==> src/rtl/fpu.sv <==
// Two-stage single-precision FP add/sub/mul/div with IEEE rounding and status flags.
// Define FPU_DIV_EN to build the divider; without it fpu_op=3 is handled as reserved.
module fpu (
    input  logic        clk,
    input  logic        rst_n,
    input  logic [1:0]  rmode,
    input  logic [2:0]  fpu_op,
    input  logic [31:0] opa,
    input  logic [31:0] opb,
    output logic [31:0] out,
    output logic        snan,
    output logic        qnan,
    output logic        inf,
    output logic        ine,
    output logic        overflow,
    output logic        underflow,
    output logic        div_by_zero,
    output logic        zero
);

    typedef struct packed {
        logic snan;
        logic qnan;
        logic inf;
        logic ine;
        logic ovf;
        logic unf;
        logic dbz;
        logic zero;
    } flags_t;

    localparam logic [31:0] QNAN    = 32'h7FC0_0000;
    localparam logic [30:0] MAG_INF = 31'h7F80_0000;
    localparam logic [30:0] MAG_MAX = 31'h7F7F_FFFF;

    logic [31:0] opa_q, opb_q;
    logic [2:0]  op_q;
    logic [1:0]  rmode_q;
    logic [31:0] out_d, out_q;
    flags_t      flg_d, flg_q;

    always_ff @(posedge clk or negedge rst_n) begin
        if (!rst_n) begin
            opa_q   <= 32'd0;
            opb_q   <= 32'd0;
            op_q    <= 3'd0;
            rmode_q <= 2'd0;
        end else begin
            opa_q   <= opa;
            opb_q   <= opb;
            op_q    <= fpu_op;
            rmode_q <= rmode;
        end
    end

    // Operand unpacking; denormals collapse to signed zero
    logic        sa, sb, sb_eff, sx;
    logic [7:0]  ea, eb;
    logic [22:0] fa, fb;
    logic        za, zb, ia, ib, na, nb, sna, snb;
    logic [23:0] ma, mb;

    assign sa  = opa_q[31];
    assign sb  = opb_q[31];
    assign ea  = opa_q[30:23];
    assign eb  = opb_q[30:23];
    assign fa  = opa_q[22:0];
    assign fb  = opb_q[22:0];
    assign za  = (ea == 8'd0);
    assign zb  = (eb == 8'd0);
    assign ia  = (ea == 8'hFF) && (fa == 23'd0);
    assign ib  = (eb == 8'hFF) && (fb == 23'd0);
    assign na  = (ea == 8'hFF) && (fa != 23'd0);
    assign nb  = (eb == 8'hFF) && (fb != 23'd0);
    assign sna = na && !fa[22];
    assign snb = nb && !fb[22];
    assign ma  = za ? 24'd0 : {1'b1, fa};
    assign mb  = zb ? 24'd0 : {1'b1, fb};
    assign sx  = sa ^ sb;

    logic is_add, is_sub, is_mul, is_div, rsvd;
    assign is_add = (op_q == 3'd0);
    assign is_sub = (op_q == 3'd1);
    assign is_mul = (op_q == 3'd2);
`ifdef FPU_DIV_EN
    assign is_div = (op_q == 3'd3);
`else
    assign is_div = 1'b0;
`endif
    assign rsvd   = !(is_add || is_sub || is_mul || is_div);
    assign sb_eff = sb ^ is_sub;

    function automatic logic [4:0] lzc27(input logic [26:0] v);
        logic [4:0] n;
        n = 5'd0;
        for (int i = 0; i < 27; i++) begin
            if (v[i]) n = 5'(26 - i);
        end
        return n;
    endfunction

    // Add/sub: larger magnitude first, smaller aligned with G/R/S
    logic        a_ge, sl, ss;
    logic [7:0]  el, es, ed;
    logic [23:0] ml, ms;
    logic [49:0] sh_full;
    logic [26:0] ms_al;
    logic [27:0] ml_ext, add_raw;
    logic [4:0]  add_lz;
    logic [26:0] add_sig;
    logic signed [10:0] add_e;
    logic        add_zero, add_sign;

    assign a_ge    = {ea, fa} >= {eb, fb};
    assign el      = a_ge ? ea : eb;
    assign es      = a_ge ? eb : ea;
    assign ml      = a_ge ? ma : mb;
    assign ms      = a_ge ? mb : ma;
    assign sl      = a_ge ? sa : sb_eff;
    assign ss      = a_ge ? sb_eff : sa;
    assign ed      = el - es;
    assign sh_full = {ms, 26'd0} >> ed;
    assign ms_al   = (ed >= 8'd26) ? {26'd0, |ms}
                                   : {sh_full[49:24], |sh_full[23:0]};
    assign ml_ext  = {1'b0, ml, 3'b000};
    assign add_raw = (sl == ss) ? ml_ext + {1'b0, ms_al}
                                : ml_ext - {1'b0, ms_al};
    assign add_lz  = lzc27(add_raw[26:0]);
    assign add_zero = (add_raw == 28'd0);

    always_comb begin
        add_sig = add_raw[26:0] << add_lz;
        add_e   = $signed({3'd0, el}) - $signed({6'd0, add_lz});
        if (add_raw[27]) begin
            add_sig = {add_raw[27:2], add_raw[1] | add_raw[0]};
            add_e   = $signed({3'd0, el}) + 11'sd1;
        end
        add_sign = sl;
        if (add_zero) add_sign = (sl == ss) ? sl : (rmode_q == 2'd3);
    end

    // Mul: 24x24 product normalised to 1.x with G/R/S
    logic [47:0] prod;
    logic [26:0] mul_sig;
    logic signed [10:0] mul_e;

    assign prod    = ma * mb;
    assign mul_sig = prod[47] ? {prod[47:22], |prod[21:0]}
                              : {prod[46:21], |prod[20:0]};
    assign mul_e   = $signed({3'd0, ea}) + $signed({3'd0, eb})
                   - 11'sd127 + $signed({10'd0, prod[47]});

`ifdef FPU_DIV_EN
    // Div: quotient carries 26 extra bits, remainder folds into sticky
    logic [49:0] dv_num, dv_den, dv_quo, dv_rem;
    logic [26:0] div_sig;
    logic signed [10:0] div_e;
    logic        dv_rnz;

    assign dv_num  = {ma, 26'd0};
    assign dv_den  = {26'd0, zb ? 24'd1 : mb};
    assign dv_quo  = dv_num / dv_den;
    assign dv_rem  = dv_num % dv_den;
    assign dv_rnz  = |dv_rem;
    assign div_sig = dv_quo[26] ? {dv_quo[26:1], dv_quo[0] | dv_rnz}
                                : {dv_quo[25:0], dv_rnz};
    assign div_e   = $signed({3'd0, ea}) - $signed({3'd0, eb})
                   + 11'sd127 - $signed({10'd0, !dv_quo[26]});
`endif

    logic        r_sign, r_zero;
    logic [26:0] r_sig;
    logic signed [10:0] r_e;

    always_comb begin
        r_sign = sx;
        r_sig  = mul_sig;
        r_e    = mul_e;
        r_zero = 1'b0;
        if (is_add || is_sub) begin
            r_sign = add_sign;
            r_sig  = add_sig;
            r_e    = add_e;
            r_zero = add_zero;
        end
`ifdef FPU_DIV_EN
        else if (is_div) begin
            r_sig = div_sig;
            r_e   = div_e;
        end
`endif
    end

    // Rounding and packing of the finite arithmetic result
    logic        rg, rs, inc, inexact, ovf_inf;
    logic [24:0] m25;
    logic [22:0] rfrac;
    logic signed [10:0] re_r;

    assign rg      = r_sig[2];
    assign rs      = r_sig[1] | r_sig[0];
    assign inexact = rg | rs;

    always_comb begin
        inc = 1'b0;
        unique case (rmode_q)
            2'd0: inc = rg & (rs | r_sig[3]);
            2'd1: inc = 1'b0;
            2'd2: inc = !r_sign & inexact;
            2'd3: inc = r_sign & inexact;
        endcase
    end

    assign m25     = {1'b0, r_sig[26:3]} + {24'd0, inc};
    assign re_r    = r_e + $signed({10'd0, m25[24]});
    assign rfrac   = m25[24] ? m25[23:1] : m25[22:0];
    assign ovf_inf = (rmode_q == 2'd0) || (rmode_q == 2'd2 && !r_sign)
                  || (rmode_q == 2'd3 && r_sign);

    logic [31:0] ar_out;
    flags_t      ar_flg;

    always_comb begin
        ar_out = 32'd0;
        ar_flg = '0;
        if (r_zero) begin
            ar_out      = {r_sign, 31'd0};
            ar_flg.zero = 1'b1;
        end else if (r_e < 11'sd1) begin
            ar_out      = {r_sign, 31'd0};
            ar_flg.unf  = 1'b1;
            ar_flg.ine  = 1'b1;
            ar_flg.zero = 1'b1;
        end else if (re_r > 11'sd254) begin
            ar_flg.ovf = 1'b1;
            ar_flg.ine = 1'b1;
            if (ovf_inf) begin
                ar_out     = {r_sign, MAG_INF};
                ar_flg.inf = 1'b1;
            end else begin
                ar_out = {r_sign, MAG_MAX};
            end
        end else begin
            ar_out     = {r_sign, re_r[7:0], rfrac};
            ar_flg.ine = inexact;
        end
    end

    // Special operands take priority over the arithmetic result
    always_comb begin
        out_d = 32'd0;
        flg_d = '0;
        if (rsvd) begin
            out_d      = QNAN;
            flg_d.qnan = 1'b1;
        end else if (na || nb) begin
            out_d      = QNAN;
            flg_d.qnan = 1'b1;
            flg_d.snan = sna || snb;
        end else if (is_mul) begin
            if ((ia || ib) && (za || zb)) begin
                out_d      = QNAN;
                flg_d.qnan = 1'b1;
            end else if (ia || ib) begin
                out_d     = {sx, MAG_INF};
                flg_d.inf = 1'b1;
            end else if (za || zb) begin
                out_d      = {sx, 31'd0};
                flg_d.zero = 1'b1;
            end else begin
                out_d = ar_out;
                flg_d = ar_flg;
            end
        end
`ifdef FPU_DIV_EN
        else if (is_div) begin
            if ((za && zb) || (ia && ib)) begin
                out_d      = QNAN;
                flg_d.qnan = 1'b1;
            end else if (ia) begin
                out_d     = {sx, MAG_INF};
                flg_d.inf = 1'b1;
            end else if (ib) begin
                out_d      = {sx, 31'd0};
                flg_d.zero = 1'b1;
            end else if (zb) begin
                out_d     = {sx, MAG_INF};
                flg_d.inf = 1'b1;
                flg_d.dbz = 1'b1;
            end else if (za) begin
                out_d      = {sx, 31'd0};
                flg_d.zero = 1'b1;
            end else begin
                out_d = ar_out;
                flg_d = ar_flg;
            end
        end
`endif
        else begin
            if (ia && ib && (sa != sb_eff)) begin
                out_d      = QNAN;
                flg_d.qnan = 1'b1;
            end else if (ia || ib) begin
                out_d     = {ia ? sa : sb_eff, MAG_INF};
                flg_d.inf = 1'b1;
            end else begin
                out_d = ar_out;
                flg_d = ar_flg;
            end
        end
    end

    always_ff @(posedge clk or negedge rst_n) begin
        if (!rst_n) begin
            out_q <= 32'd0;
            flg_q <= '0;
        end else begin
            out_q <= out_d;
            flg_q <= flg_d;
        end
    end

    assign out         = out_q;
    assign snan        = flg_q.snan;
    assign qnan        = flg_q.qnan;
    assign inf         = flg_q.inf;
    assign ine         = flg_q.ine;
    assign overflow    = flg_q.ovf;
    assign underflow   = flg_q.unf;
    assign div_by_zero = flg_q.dbz;
    assign zero        = flg_q.zero;

    logic unused_ok;
`ifdef FPU_DIV_EN
    assign unused_ok = ^{re_r[10:8], dv_quo[49:27]};
`else
    assign unused_ok = ^{re_r[10:8]};
`endif

endmodule

==> config.mk <==
export PLATFORM = sky130hd
export DESIGN_NAME = fpu
export DESIGN_NICKNAME = d
export VERILOG_FILES = /design/src/rtl/fpu.sv
export SDC_FILE = /design/constraint.sdc
export NUM_CORES = 2
export LEC_CHECK = 0
export BUFFER_PORTS_ARGS = -buffer_cell sky130_fd_sc_hd__buf_4
export CORE_MARGIN = 4
export CORE_UTILIZATION = 65
export CTS_BUF_LIST = sky130_fd_sc_hd__clkbuf_8
export DETAILED_ROUTE_END_ITERATION = 7
export GPL_TIMING_DRIVEN = 0
export PLACE_DENSITY = 0.83
export SLEW_MARGIN = 10
export SYNTH_ARGS = -nofsm -noshare
export SYNTH_HDL_FRONTEND = slang
export SYNTH_SLANG_ARGS = --single-unit
==> constraint.sdc <==
create_clock -name clk -period 15.15 [get_ports clk]
set_clock_uncertainty 0.1 [all_clocks]
set_input_delay 3.03 -clock clk [delete_from_list [all_inputs] [get_ports clk]]
set_output_delay 3.03 -clock clk [all_outputs]
set_load 0.005 [all_outputs]
==> results_dict.tcl <==
set metrics [dict create \
    status "complete, but fails checks" \
    violations "DRC" \
    gr-total-overflow 0 \
    htree_levels 3 \
    max_stage_delay_ns 1.10 \
    wl_um 151000 \
    clock_path_buffers 2 \
    die-area_um2 57300 \
    areaGrowthSynthToFinish_pct 8.51 \
    die_h_um 239 \
    fin_util_pct 71.6 \
    critPathLaunch "opa_q[10]" \
    reg2reg_from "opa_q[10]" \
    yosys.area_share.simple_pct 21.2 \
    synth.avg_cell_area_um2 7.92 \
    min_period_over_period_pct 99.8 \
    vias 37400 \
    synth_top_family_by_area "adder cells" \
    fin_ws_ns 0.0372 \
    postPlaceCellArea_um2 36500 \
    grt_max_degree 109 \
    crit_end "out[15]" \
    clock-sinks 108 \
    syn_area_um2 34800 \
    holdPathStages 2 \
    endpoint_kind "flip-flop" \
    synth_xor_xnor_area_share_pct 3.03 \
    worstPathMaxFanout 10 \
    dp_slack_ns -3.26 \
    die_x_um 239 \
    tns_ns 0 \
    initialDrtViolationCount 6468 \
    mostFrequentLayoutCell "inv_1" \
    ys_types 119 \
    cp_data_required_time_ns 15.38 \
    syn_nets 5234 \
    grt_pass1_wl_um 223000 \
    setup_viol_count_final 0 \
    synth-seq-cells 108 \
    yosysSeqAreaShare_pct 7.76 \
    timing.rr.end "out[15]" \
    layout_common_cells "623 x inv_1, 605 x nand2_1, 485 x fa_1" \
    synthAdderAreaFrac_pct 38.0 \
    grt_pass1_vias 36300 \
    wl_per_cell_um 29.0 \
    critPathKind "reg2reg" \
    dr.pass1.iters 8 \
    track_usage_pct 51.8 \
    arrival_ns 15.35 \
    slew_viol_final 0 \
    period_needed_ns 15.11 \
    cts-root-buf "clkbuf_8" \
    fp-row-count 84 \
    drive_gt1_share_pct 11.3 \
    syn_inst 4395 \
    ant_nets 0 \
    async_flop_share_pct 100 \
    max-slew-margin-rel_pct 8.11 \
    finish.net_count 5366 \
    start_kind "flip-flop" \
    io_buffers 109 \
    ff2ff_path_depth 59 \
    clk_latency_ns 0.47 \
    maxCapViolations 0 \
    slowest_stage "o31ai_1" \
    io_pins 111 \
    crit_path_frequent_cell "ha_1" \
    fmaxAchievable_ghz 0.0662 \
    yosys_warnings 0 \
    worstMarginPinSlew_ns 1.37 \
    hold_viol 0 \
    hold_path_class "reg2reg" \
    cts_hold_buf 0 \
    synth.area.mux_share_pct 2.59 \
    synth_enable_flop_cells 0 \
    hpwl_um 120000 \
    dominantRegCellSynth "dfrtp_1" \
    fin_area_um2 37800 \
    numCtsBuffers 9 \
    vias_per_cell 7.15 \
    start_util_pct 66.0 \
    gp_congestion 1.13 \
    coreArea_um2 52800 \
    clk_pin_slew_ns 0.12 \
    drc 105 \
    antenna_found_initial 11 \
    synth_compound_area_share_pct 17.4 \
    r2r_setup_slack_ns 0.04 \
    cts_tree "done" \
]
==> Yosys cell counts (all sizes together) (10+ instances only) <==
cell type  instances  share of area [%]
inv              633                6.8
nand2            609                6.6
fa               485                 28
ha               283                 10
nor2             275                3.0
a21oi            209                3.1
clkbuf           203                2.2
o21ai            190                2.8
nand3            138                2.0
and2             132                2.4
dfrtp            108                7.8
nor3              97                1.4
and3              82                1.5
xnor2             70                1.8
a211oi            61                1.4
nor4              59                1.2
buf               55               0.89
xor2              48                1.2
a21o              46               0.99
mux2i             43                1.2
a31oi             41               0.77
nand4             40               0.78
o211ai            36               0.80
o21a              33               0.72
o21bai            29               0.63
nand2b            28               0.50
o31ai             22               0.49
o22ai             21               0.38
or3               20               0.36
nor2b             17               0.31
a31o              16               0.43
or2               15               0.27
a22oi             14               0.32
mux2              14               0.45
mux4              14               0.91
a221oi            12               0.36
a311oi            12               0.30
o221ai            12               0.30
a2111oi           10               0.43
a211o             10               0.25
a41oi             10               0.25
o2111ai           10               0.25
==> per-stage QoR <==
step,hold WS [ns],cells
after global routing,0.674,5221
after global placement,0.636,5192
after detailed placement,0.601,5194
after floorplan,0.469,4395
after CTS,0.624,5204
final,0.673,5226
==> registers in the layout (all words and copies together), names as in the netlist <==
signal     count
opa_q         32
qnan           1
out           32
ine            1
zero           1
op_q           3
snan           1
rmode_q        2
underflow      1
overflow       1
opb_q         32
inf            1
==> critical path: cells and delay by family, from the launching register on <==
kind | cells | cell delay, ns
muxes | 2 | 0.47
xor gates and xnor gates | 1 | 0.64
DFF | 1 | 0.85
adders and majority gates | 6 | 1.66
AOI/OAI and AO/OA | 20 | 5.40
buffers and inverters | 15 | 3.29
and+or+nand+nor | 15 | 2.55
==> timing repair <==
| action | in CTS | in global routing |
|---|---|---|
| resized for setup | 155 | 157 |
| endpoints found under the setup margin | 35 | 34 |
| buffers inserted | 12 | 23 |
| pin swaps | 8 | 18 |
==> per-layer routing <==
metal	wire, um	track usage, %	up-vias
met3	28100	23.5	955
met5	87	0	-
met1	52400	68.1	17700
li1	-	-	15000
met2	58700	71.2	3735
met4	12100	28.1	12
==> cells by family (layout without fill, tap and decap cells) <==
kind of cell | after synthesis | count (layout)
flops | 108 | 108
fa+ha+maj | 768 | 768
compound gates | 881 | 881
mux | 71 | 71
xor+xnor | 118 | 118
buf+inv | 896 | 1033
simple gates | 1552 | 1552
other cells | 1 | 7
==> area by class of cell <==
cell class / count / area, um^2
multi-input cells: 3391 / 29300
fillers: 4008 / 15000
flip-flops and latches: 108 / 2750
inverters: 638 / 2410
plain buffers: 233 / 1170
repair buffers: 146 / 1110
well taps: 688 / 861
clock buffers: 9 / 124
clock inverters: 7 / 86.3
diodes: 6 / 15.0
==> worst min path at each step <==
| stage | startpoint | end |
|---|---|---|
| global placement | op_q[2] | snan |
| floorplan | op_q[2] | snan |
| detailed placement | op_q[2] | snan |
| CTS | op_q[2] | snan |
| finish | op_q[2] | snan |
| global route | op_q[2] | snan |
Power is not shown: default switching activity piles up to over one toggle a cycle in this logic, so the estimate is an artifact.
